[src/rtl/uart_pkg.sv]
`default_nettype none
// ============================================================================
// Module   : uart_pkg
// Purpose  : Shared types and constants for the uart_trx block: parity
//            encoding, TX/RX state encodings, minimum bit-period divisor and
//            small helpers for data-width handling.
// Ports    : none (package)
// Revision : 1.0  initial release
// ============================================================================
package uart_pkg;

    // Parity selection as presented on cfg_parity_i (11 behaves as none)
    typedef enum logic [1:0] {
        PAR_NONE     = 2'b00,
        PAR_EVEN     = 2'b01,
        PAR_ODD      = 2'b10,
        PAR_NONE_ALT = 2'b11
    } parity_e;

    typedef enum logic [2:0] {
        TX_IDLE   = 3'd0,
        TX_START  = 3'd1,
        TX_DATA   = 3'd2,
        TX_PARITY = 3'd3,
        TX_STOP   = 3'd4
    } tx_state_e;

    typedef enum logic [2:0] {
        RX_IDLE   = 3'd0,
        RX_START  = 3'd1,
        RX_DATA   = 3'd2,
        RX_PARITY = 3'd3,
        RX_STOP   = 3'd4
    } rx_state_e;

    // Smallest usable bit period; anything shorter is stretched to this
    localparam int unsigned c_MIN_DIV = 4;

    // Mask selecting the active data bits for a cfg_bits code (00=5 .. 11=8)
    function automatic logic [7:0] data_mask(input logic [1:0] bits);
        return 8'hFF >> (2'd3 - bits);
    endfunction

    // Number of data bits for a cfg_bits code
    function automatic logic [3:0] num_bits(input logic [1:0] bits);
        return {2'b00, bits} + 4'd5;
    endfunction

    function automatic logic parity_enabled(input parity_e par);
        return (par == PAR_EVEN) || (par == PAR_ODD);
    endfunction

endpackage
`default_nettype wire

[src/rtl/uart_fifo.sv]
`default_nettype none
// ============================================================================
// Module   : uart_fifo
// Purpose  : Synchronous FIFO for received characters. Show-ahead head
//            output; a pop and a push in the same cycle on a full FIFO are
//            both accepted (the pop frees the slot the push fills).
// Ports    : clk, rst_n           clock, async active-low reset
//            i_push, i_data        write request and data
//            i_pop                 read request (ignored when empty)
//            o_data                head entry
//            o_empty, o_full       status
//            o_level               occupancy 0..DEPTH
// Revision : 1.0  initial release
// ============================================================================
module uart_fifo #(
    parameter int DATA_W = 9,
    parameter int DEPTH  = 8
) (
    input  logic                       clk,
    input  logic                       rst_n,
    input  logic                       i_push,
    input  logic [DATA_W-1:0]          i_data,
    input  logic                       i_pop,
    output logic [DATA_W-1:0]          o_data,
    output logic                       o_empty,
    output logic                       o_full,
    output logic [$clog2(DEPTH):0]     o_level
);
    localparam int c_AW = $clog2(DEPTH);

    logic [DATA_W-1:0] r_mem [DEPTH];
    logic [c_AW-1:0]   r_wr_ptr;
    logic [c_AW-1:0]   r_rd_ptr;
    logic [c_AW:0]     r_count;
    logic              w_do_pop;
    logic              w_do_push;

    assign o_empty   = (r_count == '0);
    assign o_full    = (r_count == (c_AW+1)'(DEPTH));
    assign o_level   = r_count;
    assign o_data    = r_mem[r_rd_ptr];
    assign w_do_pop  = i_pop & ~o_empty;
    // Pop is resolved first, so a full FIFO still takes a simultaneous push
    assign w_do_push = i_push & (~o_full | w_do_pop);

    // Pointers wrap naturally because DEPTH is a power of two
    always_ff @(posedge clk or negedge rst_n) begin
        if (!rst_n) begin
            r_wr_ptr <= '0;
            r_rd_ptr <= '0;
            r_count  <= '0;
        end else begin
            if (w_do_push) r_wr_ptr <= r_wr_ptr + c_AW'(1);
            if (w_do_pop)  r_rd_ptr <= r_rd_ptr + c_AW'(1);
            case ({w_do_push, w_do_pop})
                2'b10:   r_count <= r_count + (c_AW+1)'(1);
                2'b01:   r_count <= r_count - (c_AW+1)'(1);
                default: r_count <= r_count;
            endcase
        end
    end

    always_ff @(posedge clk) begin
        if (w_do_push) r_mem[r_wr_ptr] <= i_data;
    end

endmodule
`default_nettype wire

[src/rtl/uart_trx.sv]
`default_nettype none
// ============================================================================
// Module   : uart_trx
// Purpose  : Full-duplex UART with run-time frame configuration (5..8 data
//            bits, none/even/odd parity, 1/2 TX stop bits), a valid/ready
//            TX byte interface and an RX FIFO carrying {perr, data}.
// Ports    : clk, rst_n                    clock, async active-low reset
//            cfg_div_i/bits/parity/stop2   frame configuration
//            tx_data_i/valid_i/ready_o     TX byte handshake
//            rx_data/perr/valid_o,ready_i  RX FIFO head handshake
//            tx_o, rx_i                    serial lines
//            ferr_o, ovf_o, err_clr_i      sticky error flags and clear
//            rx_level_o                    RX FIFO occupancy
// Revision : 1.0  initial release
// ============================================================================
module uart_trx
    import uart_pkg::*;
#(
    parameter int FIFO_DEPTH = 8,
    parameter int DIV_W      = 16
) (
    input  logic                          clk,
    input  logic                          rst_n,
    input  logic [DIV_W-1:0]              cfg_div_i,
    input  logic [1:0]                    cfg_bits_i,
    input  logic [1:0]                    cfg_parity_i,
    input  logic                          cfg_stop2_i,
    input  logic [7:0]                    tx_data_i,
    input  logic                          tx_valid_i,
    output logic                          tx_ready_o,
    output logic [7:0]                    rx_data_o,
    output logic                          rx_perr_o,
    output logic                          rx_valid_o,
    input  logic                          rx_ready_i,
    output logic                          tx_o,
    input  logic                          rx_i,
    output logic                          ferr_o,
    output logic                          ovf_o,
    input  logic                          err_clr_i,
    output logic [$clog2(FIFO_DEPTH):0]   rx_level_o
);
    logic [DIV_W-1:0] w_div_clamped;
    assign w_div_clamped = (cfg_div_i < DIV_W'(c_MIN_DIV)) ? DIV_W'(c_MIN_DIV) : cfg_div_i;

    // ------------------------------------------------------------------ TX
    tx_state_e        r_tx_state, w_tx_next;
    logic [DIV_W-1:0] r_tx_cnt, r_tx_div;
    logic [3:0]       r_tx_nbits;
    logic [2:0]       r_tx_idx;
    parity_e          r_tx_par;
    logic             r_tx_stop2, r_tx_second, r_tx_pbit;
    logic [7:0]       r_tx_shift;
    logic             w_tx_bit_end, w_tx_last, w_tx_line;

    assign w_tx_bit_end = (r_tx_cnt == r_tx_div - DIV_W'(1));
    assign w_tx_last    = ({1'b0, r_tx_idx} == r_tx_nbits - 4'd1);

    always_ff @(posedge clk or negedge rst_n) begin
        if (!rst_n) r_tx_state <= TX_IDLE;
        else        r_tx_state <= w_tx_next;
    end

    always_comb begin
        w_tx_next = r_tx_state;
        w_tx_line = 1'b1;
        case (r_tx_state)
            TX_IDLE:   if (tx_valid_i) w_tx_next = TX_START;
            TX_START: begin
                w_tx_line = 1'b0;
                if (w_tx_bit_end) w_tx_next = TX_DATA;
            end
            TX_DATA: begin
                w_tx_line = r_tx_shift[0];
                if (w_tx_bit_end && w_tx_last)
                    w_tx_next = parity_enabled(r_tx_par) ? TX_PARITY : TX_STOP;
            end
            TX_PARITY: begin
                w_tx_line = r_tx_pbit;
                if (w_tx_bit_end) w_tx_next = TX_STOP;
            end
            TX_STOP:   if (w_tx_bit_end && (!r_tx_stop2 || r_tx_second)) w_tx_next = TX_IDLE;
            default:   w_tx_next = TX_IDLE;
        endcase
    end

    // Frame configuration is captured on acceptance and held for the frame
    always_ff @(posedge clk or negedge rst_n) begin
        if (!rst_n) begin
            r_tx_cnt    <= '0;
            r_tx_div    <= DIV_W'(c_MIN_DIV);
            r_tx_nbits  <= 4'd8;
            r_tx_idx    <= '0;
            r_tx_par    <= PAR_NONE;
            r_tx_stop2  <= 1'b0;
            r_tx_second <= 1'b0;
            r_tx_pbit   <= 1'b0;
            r_tx_shift  <= '0;
        end else if (r_tx_state == TX_IDLE) begin
            r_tx_cnt    <= '0;
            r_tx_idx    <= '0;
            r_tx_second <= 1'b0;
            if (tx_valid_i) begin
                r_tx_div   <= w_div_clamped;
                r_tx_nbits <= num_bits(cfg_bits_i);
                r_tx_par   <= parity_e'(cfg_parity_i);
                r_tx_stop2 <= cfg_stop2_i;
                r_tx_shift <= tx_data_i;
                r_tx_pbit  <= (^(tx_data_i & data_mask(cfg_bits_i)))
                              ^ (parity_e'(cfg_parity_i) == PAR_ODD);
            end
        end else if (w_tx_bit_end) begin
            r_tx_cnt <= '0;
            if (r_tx_state == TX_DATA) begin
                r_tx_shift <= r_tx_shift >> 1;
                r_tx_idx   <= r_tx_idx + 3'd1;
            end
            if (r_tx_state == TX_STOP) r_tx_second <= 1'b1;
        end else begin
            r_tx_cnt <= r_tx_cnt + DIV_W'(1);
        end
    end

    // Both outputs follow the async reset immediately (no clock needed)
    assign tx_o       = w_tx_line;
    assign tx_ready_o = (r_tx_state == TX_IDLE) && rst_n;

    // ------------------------------------------------------------------ RX
    rx_state_e        r_rx_state, w_rx_next;
    logic             r_rx_s1, r_rx_s2, r_rx_s3;
    logic [DIV_W-1:0] r_rx_cnt, r_rx_div, w_rx_target;
    logic [3:0]       r_rx_nbits;
    logic [2:0]       r_rx_idx;
    parity_e          r_rx_par;
    logic [7:0]       r_rx_data;
    logic             r_rx_pacc, r_rx_perr;
    logic             w_rx_fall, w_rx_hit, w_rx_last;
    logic             w_push, w_pop, w_ferr_set, w_ovf_set, w_full, w_empty;
    logic [8:0]       w_head;

    // s1/s2 form the synchronizer; s3 only delays s2 for edge detection
    always_ff @(posedge clk or negedge rst_n) begin
        if (!rst_n) begin
            r_rx_s1 <= 1'b1;
            r_rx_s2 <= 1'b1;
            r_rx_s3 <= 1'b1;
        end else begin
            r_rx_s1 <= rx_i;
            r_rx_s2 <= r_rx_s1;
            r_rx_s3 <= r_rx_s2;
        end
    end

    // A falling edge needs the line high first, which also re-arms after a
    // framing error only once the line has returned high.
    assign w_rx_fall   = r_rx_s3 & ~r_rx_s2;
    assign w_rx_target = (r_rx_state == RX_START) ? (r_rx_div >> 1) : r_rx_div;
    assign w_rx_hit    = (r_rx_cnt == w_rx_target);
    assign w_rx_last   = ({1'b0, r_rx_idx} == r_rx_nbits - 4'd1);

    always_ff @(posedge clk or negedge rst_n) begin
        if (!rst_n) r_rx_state <= RX_IDLE;
        else        r_rx_state <= w_rx_next;
    end

    always_comb begin
        w_rx_next  = r_rx_state;
        w_push     = 1'b0;
        w_ferr_set = 1'b0;
        case (r_rx_state)
            RX_IDLE:   if (w_rx_fall) w_rx_next = RX_START;
            RX_START:  if (w_rx_hit) w_rx_next = r_rx_s2 ? RX_IDLE : RX_DATA;
            RX_DATA:   if (w_rx_hit && w_rx_last)
                           w_rx_next = parity_enabled(r_rx_par) ? RX_PARITY : RX_STOP;
            RX_PARITY: if (w_rx_hit) w_rx_next = RX_STOP;
            RX_STOP: begin
                if (w_rx_hit) begin
                    w_rx_next  = RX_IDLE;
                    w_push     = r_rx_s2;
                    w_ferr_set = ~r_rx_s2;
                end
            end
            default:   w_rx_next = RX_IDLE;
        endcase
    end

    // Counter restarts at 1 so a match on N means N cycles since the
    // previous reference point (start edge or previous sample).
    always_ff @(posedge clk or negedge rst_n) begin
        if (!rst_n) begin
            r_rx_cnt   <= DIV_W'(1);
            r_rx_div   <= DIV_W'(c_MIN_DIV);
            r_rx_nbits <= 4'd8;
            r_rx_idx   <= '0;
            r_rx_par   <= PAR_NONE;
            r_rx_data  <= '0;
            r_rx_pacc  <= 1'b0;
            r_rx_perr  <= 1'b0;
        end else if (r_rx_state == RX_IDLE) begin
            r_rx_cnt <= DIV_W'(1);
            r_rx_idx <= '0;
            if (w_rx_fall) begin
                r_rx_div   <= w_div_clamped;
                r_rx_nbits <= num_bits(cfg_bits_i);
                r_rx_par   <= parity_e'(cfg_parity_i);
                r_rx_data  <= '0;
                r_rx_pacc  <= 1'b0;
                r_rx_perr  <= 1'b0;
            end
        end else if (w_rx_hit) begin
            r_rx_cnt <= DIV_W'(1);
            if (r_rx_state == RX_DATA) begin
                r_rx_data[r_rx_idx] <= r_rx_s2;
                r_rx_pacc           <= r_rx_pacc ^ r_rx_s2;
                r_rx_idx            <= r_rx_idx + 3'd1;
            end
            if (r_rx_state == RX_PARITY)
                r_rx_perr <= r_rx_pacc ^ r_rx_s2 ^ (r_rx_par == PAR_ODD);
        end else begin
            r_rx_cnt <= r_rx_cnt + DIV_W'(1);
        end
    end

    // ---------------------------------------------------------------- FIFO
    assign w_pop     = ~w_empty & rx_ready_i;
    assign w_ovf_set = w_push & w_full & ~w_pop;

    uart_fifo #(
        .DATA_W (9),
        .DEPTH  (FIFO_DEPTH)
    ) u_fifo (
        .clk     (clk),
        .rst_n   (rst_n),
        .i_push  (w_push),
        .i_data  ({r_rx_perr, r_rx_data}),
        .i_pop   (w_pop),
        .o_data  (w_head),
        .o_empty (w_empty),
        .o_full  (w_full),
        .o_level (rx_level_o)
    );

    assign rx_valid_o = ~w_empty;
    assign rx_data_o  = w_head[7:0];
    assign rx_perr_o  = w_head[8];

    // Sticky flags: a set event wins over a same-cycle clear
    logic r_ferr, r_ovf;
    always_ff @(posedge clk or negedge rst_n) begin
        if (!rst_n) begin
            r_ferr <= 1'b0;
            r_ovf  <= 1'b0;
        end else begin
            if (w_ferr_set)     r_ferr <= 1'b1;
            else if (err_clr_i) r_ferr <= 1'b0;
            if (w_ovf_set)      r_ovf  <= 1'b1;
            else if (err_clr_i) r_ovf  <= 1'b0;
        end
    end
    assign ferr_o = r_ferr;
    assign ovf_o  = r_ovf;

endmodule
`default_nettype wire

[config.mk]
export PLATFORM = sky130hd
export DESIGN_NAME = uart_trx
export DESIGN_NICKNAME = d
export VERILOG_FILES = /design/src/rtl/uart_pkg.sv /design/src/rtl/uart_fifo.sv /design/src/rtl/uart_trx.sv
export SDC_FILE = /design/constraint.sdc
export NUM_CORES = 1
export LEC_CHECK = 0
export CELL_PAD_IN_SITES_DETAIL_PLACEMENT = 2
export CELL_PAD_IN_SITES_GLOBAL_PLACEMENT = 2
export CORE_MARGIN = 8
export CORE_UTILIZATION = 41
export DETAILED_ROUTE_END_ITERATION = 8
export PLACE_DENSITY_LB_ADDON = 0.1
export SLEW_MARGIN = 20
export SYNTH_ARGS = -nofsm -noshare
export SYNTH_HDL_FRONTEND = slang
export SYNTH_HIERARCHICAL = 1
export SYNTH_SLANG_ARGS = --single-unit
[constraint.sdc]
create_clock -name clk -period 4.35 [get_ports clk]
set_input_delay 0.6525 -clock clk [delete_from_list [all_inputs] [get_ports clk]]
set_output_delay 0.6525 -clock clk [all_outputs]
set_load 0.05 [all_outputs]
# Word-level counts from Yosys, hierarchy flattened
# Memory sizes are Yosys's and may differ from the RTL's.
# Index checks and enable logic that the tools add are counted.
[word_totals]
regBits = 124
ram_bits = 72
in_bits = 35
output_inout_bits = 18
mem_count = 1
[mem_list]
columns = ["memory", "words", "width", "rd", "rd_clocked_by_memory_dff", "write_ports", "line_no", "rtl"]
rows = [
  ["u_fifo.r_mem", 8, 9, 1, 0, 1, "uart_fifo.sv:31", "logic [DATA_W-1:0] r_mem [DEPTH];"],
]
[classes]
add_sub_neg = 13
n_lt_le_gt_ge = 3
eq_ne = 30
shifts = 1
n_mux = 59
n_bitwise = 15
n_reduce_logical = 32
[ops]
columns = ["cell", "n"]
rows = [
  ["$mux 16", 6],
  ["$mux 8", 8],
  ["$mux 3", 18],
  ["$add 16x1->16 const B", 2],
  ["$eq 16x16->1", 2],
  ["$pmux 3 s5", 2],
  ["$mux 1", 20],
  ["$ne 2x2->1 const B", 10],
  ["$reduce_bool 2->1", 9],
  ["$lt 16x3->1 const B", 1],
  ["$sub 16x1->16 const B", 1],
  ["$add 3x1->3 const B", 4],
  ["$eq 3x2->1 const B", 4],
  ["$sub 4x1->4 const B", 3],
  ["$reduce_and 2->1", 5],
  ["$reduce_and 5->1", 2],
  ["$reduce_and 3->1", 3],
  ["$and 8x8->8", 1],
  ["$bwmux 8", 1],
  ["$eq 2x2->1 const B", 4],
  ["$eq 3x4->1", 2],
  ["$pmux 4 s2", 1],
  ["$reduce_xor 8->1", 1],
  ["$shr 8x2->8 const A", 1],
  ["21 further kinds", 42],
]

# Logic depth before layout (Yosys ltp)
[depth]
word_depth = 8
mapped_depth = 17
ltp_nobuf = 15

# Modules after synthesis
# The synthesis kept the hierarchy.
[by_module_without_submodules]
columns = ["module", "n_inst", "cells_per_inst", "area_each_um2", "seq_area_each_um2"]
rows = [
  ["uart_trx", 1, 667, 6301.0, 2862.7],
  ["uart_fifo", 1, 170, 3387.0, 2412.3],
]

# Least setup slack after synthesis
# Ideal clock, no wire load.
[synth_timing]
path_kind = "register to register"
startpoint = "reg r_rx_state[2]"
endpoint = "mem u_fifo.r_mem[0][0] (enable)"
setup_ns = 0.387
arrival_ns = 3.413
t_required_ns = 3.963
setup_slack_ns = 0.550
stages_incl_launch_ff = 14
path_buffers = 2
path_cell_list = "dfrtp_1 > buf_2 > nor3b_2 > buf_2 > mux2i_1 > xor2_1 > nand4_1 > nor3_1 > and3_1 > and3_1 > and2_1 > o21a_4 > nand2b_1 > nor3_1"
[synth_between]
elab_chain_len = 8
word_cells_on_any_way = 9
classes_between = "3 x eq/ne; 5 x mux; 1 x bitwise"
[synth_lines]
columns = ["item", "line_no", "rtl"]
rows = [
  ["start, declared", "uart_trx.sv:128", "rx_state_e r_rx_state, w_rx_next;"],
  ["start signal, assigned", "uart_trx.sv:162", "else r_rx_state <= w_rx_next;"],
  ["$eq 3x1->1", "uart_trx.sv:156", "assign w_rx_target = (r_rx_state == RX_START) ? (r_rx_div >> 1) : r_rx_div;"],
  ["$mux 16", "uart_trx.sv:156", ""],
  ["$eq 16x16->1", "uart_trx.sv:157", "assign w_rx_hit = (r_rx_cnt == w_rx_target);"],
  ["$mux 1", "uart_trx.sv:176", "if (w_rx_hit) begin"],
  ["$mux 1 (*)", "uart_trx.sv:169", "case (r_rx_state)"],
  ["named net w_push", "uart_trx.sv:137", "logic w_push, w_pop, w_ferr_set, w_ovf_set, w_full, w_empty;"],
  ["$and 1x1->1 (*)", "uart_fifo.sv:44", "assign w_do_push = i_push & (~o_full | w_do_pop);"],
  ["$mux 1 (*)", "uart_fifo.sv:64", "if (w_do_push) r_mem[r_wr_ptr] <= i_data;"],
  ["$mux 1 (not written as such) (*)", "uart_fifo.sv:64", ""],
  ["end, declared", "uart_fifo.sv:31", ""],
]
# The timed path passes the listed nets; every way through them passes the cells marked *.

# Worst setup path in the final report
[layout_timing]
startpoint = "reg r_rx_state[0]"
endpoint = "reg u_fifo.r_count[3] (netlist: u_fifo/o_level[3])"
[layout_between]
elab_chain_len = 8
word_cells_on_any_way = 11
classes_between = "5 x eq/ne; 4 x mux; 1 x bitwise; 1 x reduce/logical"
[layout_lines]
columns = ["item", "line_no", "rtl"]
rows = [
  ["$eq 3x1->1", "uart_trx.sv:156", ""],
  ["$mux 16", "uart_trx.sv:156", ""],
  ["$eq 16x16->1", "uart_trx.sv:157", ""],
  ["$mux 1", "uart_trx.sv:176", ""],
  ["$mux 1 (*)", "uart_trx.sv:169", ""],
  ["named net w_push", "uart_trx.sv:137", ""],
  ["$and 1x1->1 (*)", "uart_fifo.sv:44", ""],
  ["$eq 2x1->1 / $eq 2x2->1 (equally long branches)", "uart_fifo.sv:55", "case ({w_do_push, w_do_pop})"],
  ["$pmux 4 s2 / $reduce_bool 2->1 (equally long branches)", "n/a", ""],
  ["end signal, assigned", "uart_fifo.sv:56", "2'b10: r_count <= r_count + (c_AW+1)'(1);"],
  ["end signal, assigned", "uart_fifo.sv:57", "2'b01: r_count <= r_count - (c_AW+1)'(1);"],
  ["end signal, assigned", "uart_fifo.sv:58", "default: r_count <= r_count;"],
  ["end, declared", "uart_fifo.sv:34", "logic [c_AW:0] r_count;"],
]
# Marked as above.
# A chain may end at the register's enable or synchronous reset.

==> results by group <==
GRT
  – Tot GR Track Use: 0.193
  – Vias in the first global route: 7633
  – Antenna violations before repair: 0
  – First-pass GRT wire length: 43.1 mm
  – Gr ovfl total: 0
  – Largest net degree at the start of global routing: 50

Synth
  – Syn Area/Cell: 11.6 um2
  – Post-synth top area share: 0.300
  – Synthesized instance count: 837
  – Number of synthesized flops with an enable pin: 72
  – Yosys reg bits: 196
  – Count leader, synth: dfrtp_1
  – Synthesis warning total: 6
  – Mapped Area: 0.00969 mm2
  – Net Count, Synth: 887
  – Predominant post-synthesis flop cell: dfrtp_1
  – Top cells by count, synth: 116 x dfrtp_1, 99 x nand2_1, 72 x edfxtp_1, 72 x nor2_1, 51 x xnor2_1
  – Top cells by area, synth: dfrtp_1 30%, edfxtp_1 22%, xnor2_1 4.6%, mux4_2 4.2%, nand2_1 3.8%
  – Sequential element share of the synthesized area: 0.544
  – Distinct cell type count after synthesis: 73
  – Yosys top cell by area: dfrtp_1
  – Ys async rst share: 0.633

Routing
  – Initial DRC count: 287
  – Vias: 6659
  – Final wirelength: 26.8 mm
  – Number of nets still failing antenna checks after routing: 0
  – Via-to-Cell Ratio: 5.45
  – DR DRC count: 0
  – Total iterations of the first detailed-routing run: 4
  – DR WL/cell: 21.9 um

Worst setup path
  – Reg2reg end: u_fifo/o_level[3]$_DFFE_PN0P_
  – Element type at the critical path start: flop
  – CP max stage delay: 480 ps
  – WP data arrival: 4530 ps
  – Reg-to-reg slack, setup: 190 ps
  – Slowest cell on crit path: dfrtp_1
  – Maximum net fanout on the critical path: 13
  – Crit Path Class: flop to flop
  – Worst R2R Path Depth: 16
  – Critical-path cell list: nor3b_2, buf_4, mux2i_1, xor2_1, nand4_1, nor3_2, and3_1, and3_1, and2_2, or2_2, inv_1, ha_1, or2_2, a21oi_1, mux2i_1, nand3b_1
  – Critical Path Sink Type: flop
  – CP Data Required Time: 4710 ps
  – Critical R2R Launch: r_rx_state[0]$_DFFE_PN0P_

STA
  – Worst Tran Pin Value: 997 ps
  – Highest clock rate: 0.240 GHz
  – Post-Route Setup TNS: 0 ps
  – Final Max Slew Viols: 0
  – RSZ-0062 raised after global routing: false
  – Max_slew headroom: 0.335
  – Worst Skew: 15.5 ps
  – Fin crit period: 4160 ps
  – Hold Fails Final Rpt: 0
  – Period utilization: 0.957
  – Setup violators final: 0

Place
  – Post-DP Area: 0.0106 mm2
  – Routability cong.: 0.831
  – DP Wirelength: 19.2 mm
  – # port buffers: 52

Pwr
  – NetSw: 0.00161 W
  – VDD IR max: 0.309 mV
  – PwrDens: 444 mW/mm2
  – Leakage: 4.79 nW
  – Overall power: 0.00496 W
  – Register share of total power: 0.464
  – Clock Power Share: 0.321
  – Sw frac: 0.324
  – Logic pwr share: 0.215
  – Cell Int Power: 0.00336 W

Clock tree
  – H-tree levels: 4
  – Clk_lat worst skew: 440 ps
  – CTS tree: yes
  – Clock-pin slew on the worst setup and hold paths: 80 ps
  – TritonCTS buffer count: 17
  – TritonCTS Sinks: 196
  – Hold Buf Count CTS: 0
  – Clock Tree Buf Depth: 2
  – Clock Tree Root: clkbuf_16
  – Setup Fix Bufs, Post-CTS: 0

Floorplanning
  – # IOs: 53
  – Die width: 170 um
  – DIE AREA: 0.0288 mm2
  – Core area: 0.0233 mm2
  – Initial Utilization: 0.415
  – Die height: 170 um
  – Row Count: 56

Cells and area
  – Syn-to-layout area delta: 15.3%
  – Final Instance Area: 0.0112 mm2
  – Layout cell share with drive strength beyond 1: 0.140
  – Final net count: 940
  – ANT cells: 0
  – Layout Utilization: 0.479
  – Fill cell count: 2349

Job
  – Max-Cap Viols: 0

Min path
  – Worst Hold Class: input pin to asynchronous set/reset pin

Run status
  – Outcome: completed
[sequential cells by signal, indices dropped and copies added (netlist names), 8 cells and up]
signal        cells
r_tx_cnt         16
r_tx_shift        8
r_rx_data         8
r_tx_div         16
r_rx_cnt         16
r_rx_div         16
u_fifo/r_mem     72
[cells in the final DEF (no fill, tap or decap), drive strengths merged, types with 8 or more instances in the layout]
cell type / count
mux4: 18
xor2: 41
inv: 42
nand2b: 9
edfxtp: 72
clkbuf: 17
and3: 12
nand3: 25
ha: 14
clkdlybuf4s50: 51
nor3: 19
nor2: 72
a21oi: 10
nand2: 99
dfstp: 8
mux2: 30
buf: 19
nand4: 10
nor4: 12
xnor2: 51
mux2i: 22
dfrtp: 116
o21ai: 31
o21a: 9
[critical path, delay by kind of cell, from the launching register on]
family          cells  cell delay (ps)
xor+xnor            1              190
compound gates      1              230
simple gates        9             1990
fa+ha+maj           1              300
flops               1              480
mux                 2              580
buf+inv             2              320
[metal layers]
| layer | global-route usage | vias to the layer above | share of wire |
|---|---|---|---|
| met5 | 0 | - | 0 |
| met4 | 0.0627 | 0 | 0.015 |
| met3 | 0.0328 | 36 | 0.023 |
| met2 | 0.346 | 87 | 0.53 |
| met1 | 0.232 | 3460 | 0.43 |
| li1 | - | 3076 | - |
[worst max-delay path by stage]
stage                         startpoint                             to  slack (ps)  cells after the start
2_1_floorplan  r_rx_state[2]$_DFFE_PN0P_   u_fifo/r_mem[0][0]$_DFFE_PP_         550                     13
3_3_place_gp   r_rx_state[2]$_DFFE_PN0P_  u_fifo/o_level[3]$_DFFE_PN0P_         550                     16
3_5_place_dp   r_rx_state[0]$_DFFE_PN0P_  u_fifo/o_level[3]$_DFFE_PN0P_         110                     16
4_1_cts        r_rx_state[0]$_DFFE_PN0P_  u_fifo/o_level[3]$_DFFE_PN0P_         120                     16
5_1_grt        r_rx_state[2]$_DFFE_PN0P_  u_fifo/o_level[3]$_DFFE_PN0P_          30                     16
6_report       r_rx_state[0]$_DFFE_PN0P_  u_fifo/o_level[3]$_DFFE_PN0P_         190                     16
[final cells by class]
cell class                      count  area (um2)  share of cell area
Multi-Input combinational cell    575        4140               0.370
Timing Repair Buffer               70         653              0.0585
Clock buffer                       17         425              0.0381
Clock inverter                     15         166              0.0149
Tap cell                          319         399              0.0357
Inverter                           30         113              0.0101
Sequential cell                   196        5280               0.472
[power groups by stage]
stage	combinational [W]	sequential, W	clock (W)
2_1_floorplan	0.000758	0.00229	0
3_3_place_gp	0.000976	0.00232	0
3_5_place_dp	0.00106	0.00234	0
4_1_cts	0.00108	0.00230	0.00163
5_1_grt	0.00117	0.00233	0.00170
6_report	0.00107	0.00230	0.00159
[per-stage QoR]
| step | setup slack (ps) | hold slack [ps] | cells |
|---|---|---|---|
| after floorplan | 550 | 345 | 837 |
| after global placement | 549 | 350 | 1190 |
| after detailed placement | 114 | 352 | 1190 |
| after CTS | 116 | 352 | 1222 |
| after global routing | 29.5 | 359 | 1222 |
| final | 185 | 341 | 1222 |
[cell families (layout without fill, tap and decap cells)]
| group | Yosys count | in the layout | share of synthesized area |
|---|---|---|---|
| AOI/OAI and AO/OA | 93 | 93 | 0.0683 |
| xor gates and xnor gates | 92 | 92 | 0.0832 |
| adders and majority gates | 15 | 15 | 0.0201 |
| buffers and inverters | 66 | 132 | 0.0298 |
| DFF | 196 | 196 | 0.544 |
| muxes | 70 | 70 | 0.100 |
| and+or+nand+nor | 305 | 305 | 0.154 |
[what timing repair did]
| item | 4_1_cts | 5_1_grt |
|---|---|---|
| endpoints found under the setup margin | 1 | 1 |
| cloned | 0 | 0 |
| resized for setup | 1 | 2 |
No activity file was read; power rests on OpenSTA's default activity.
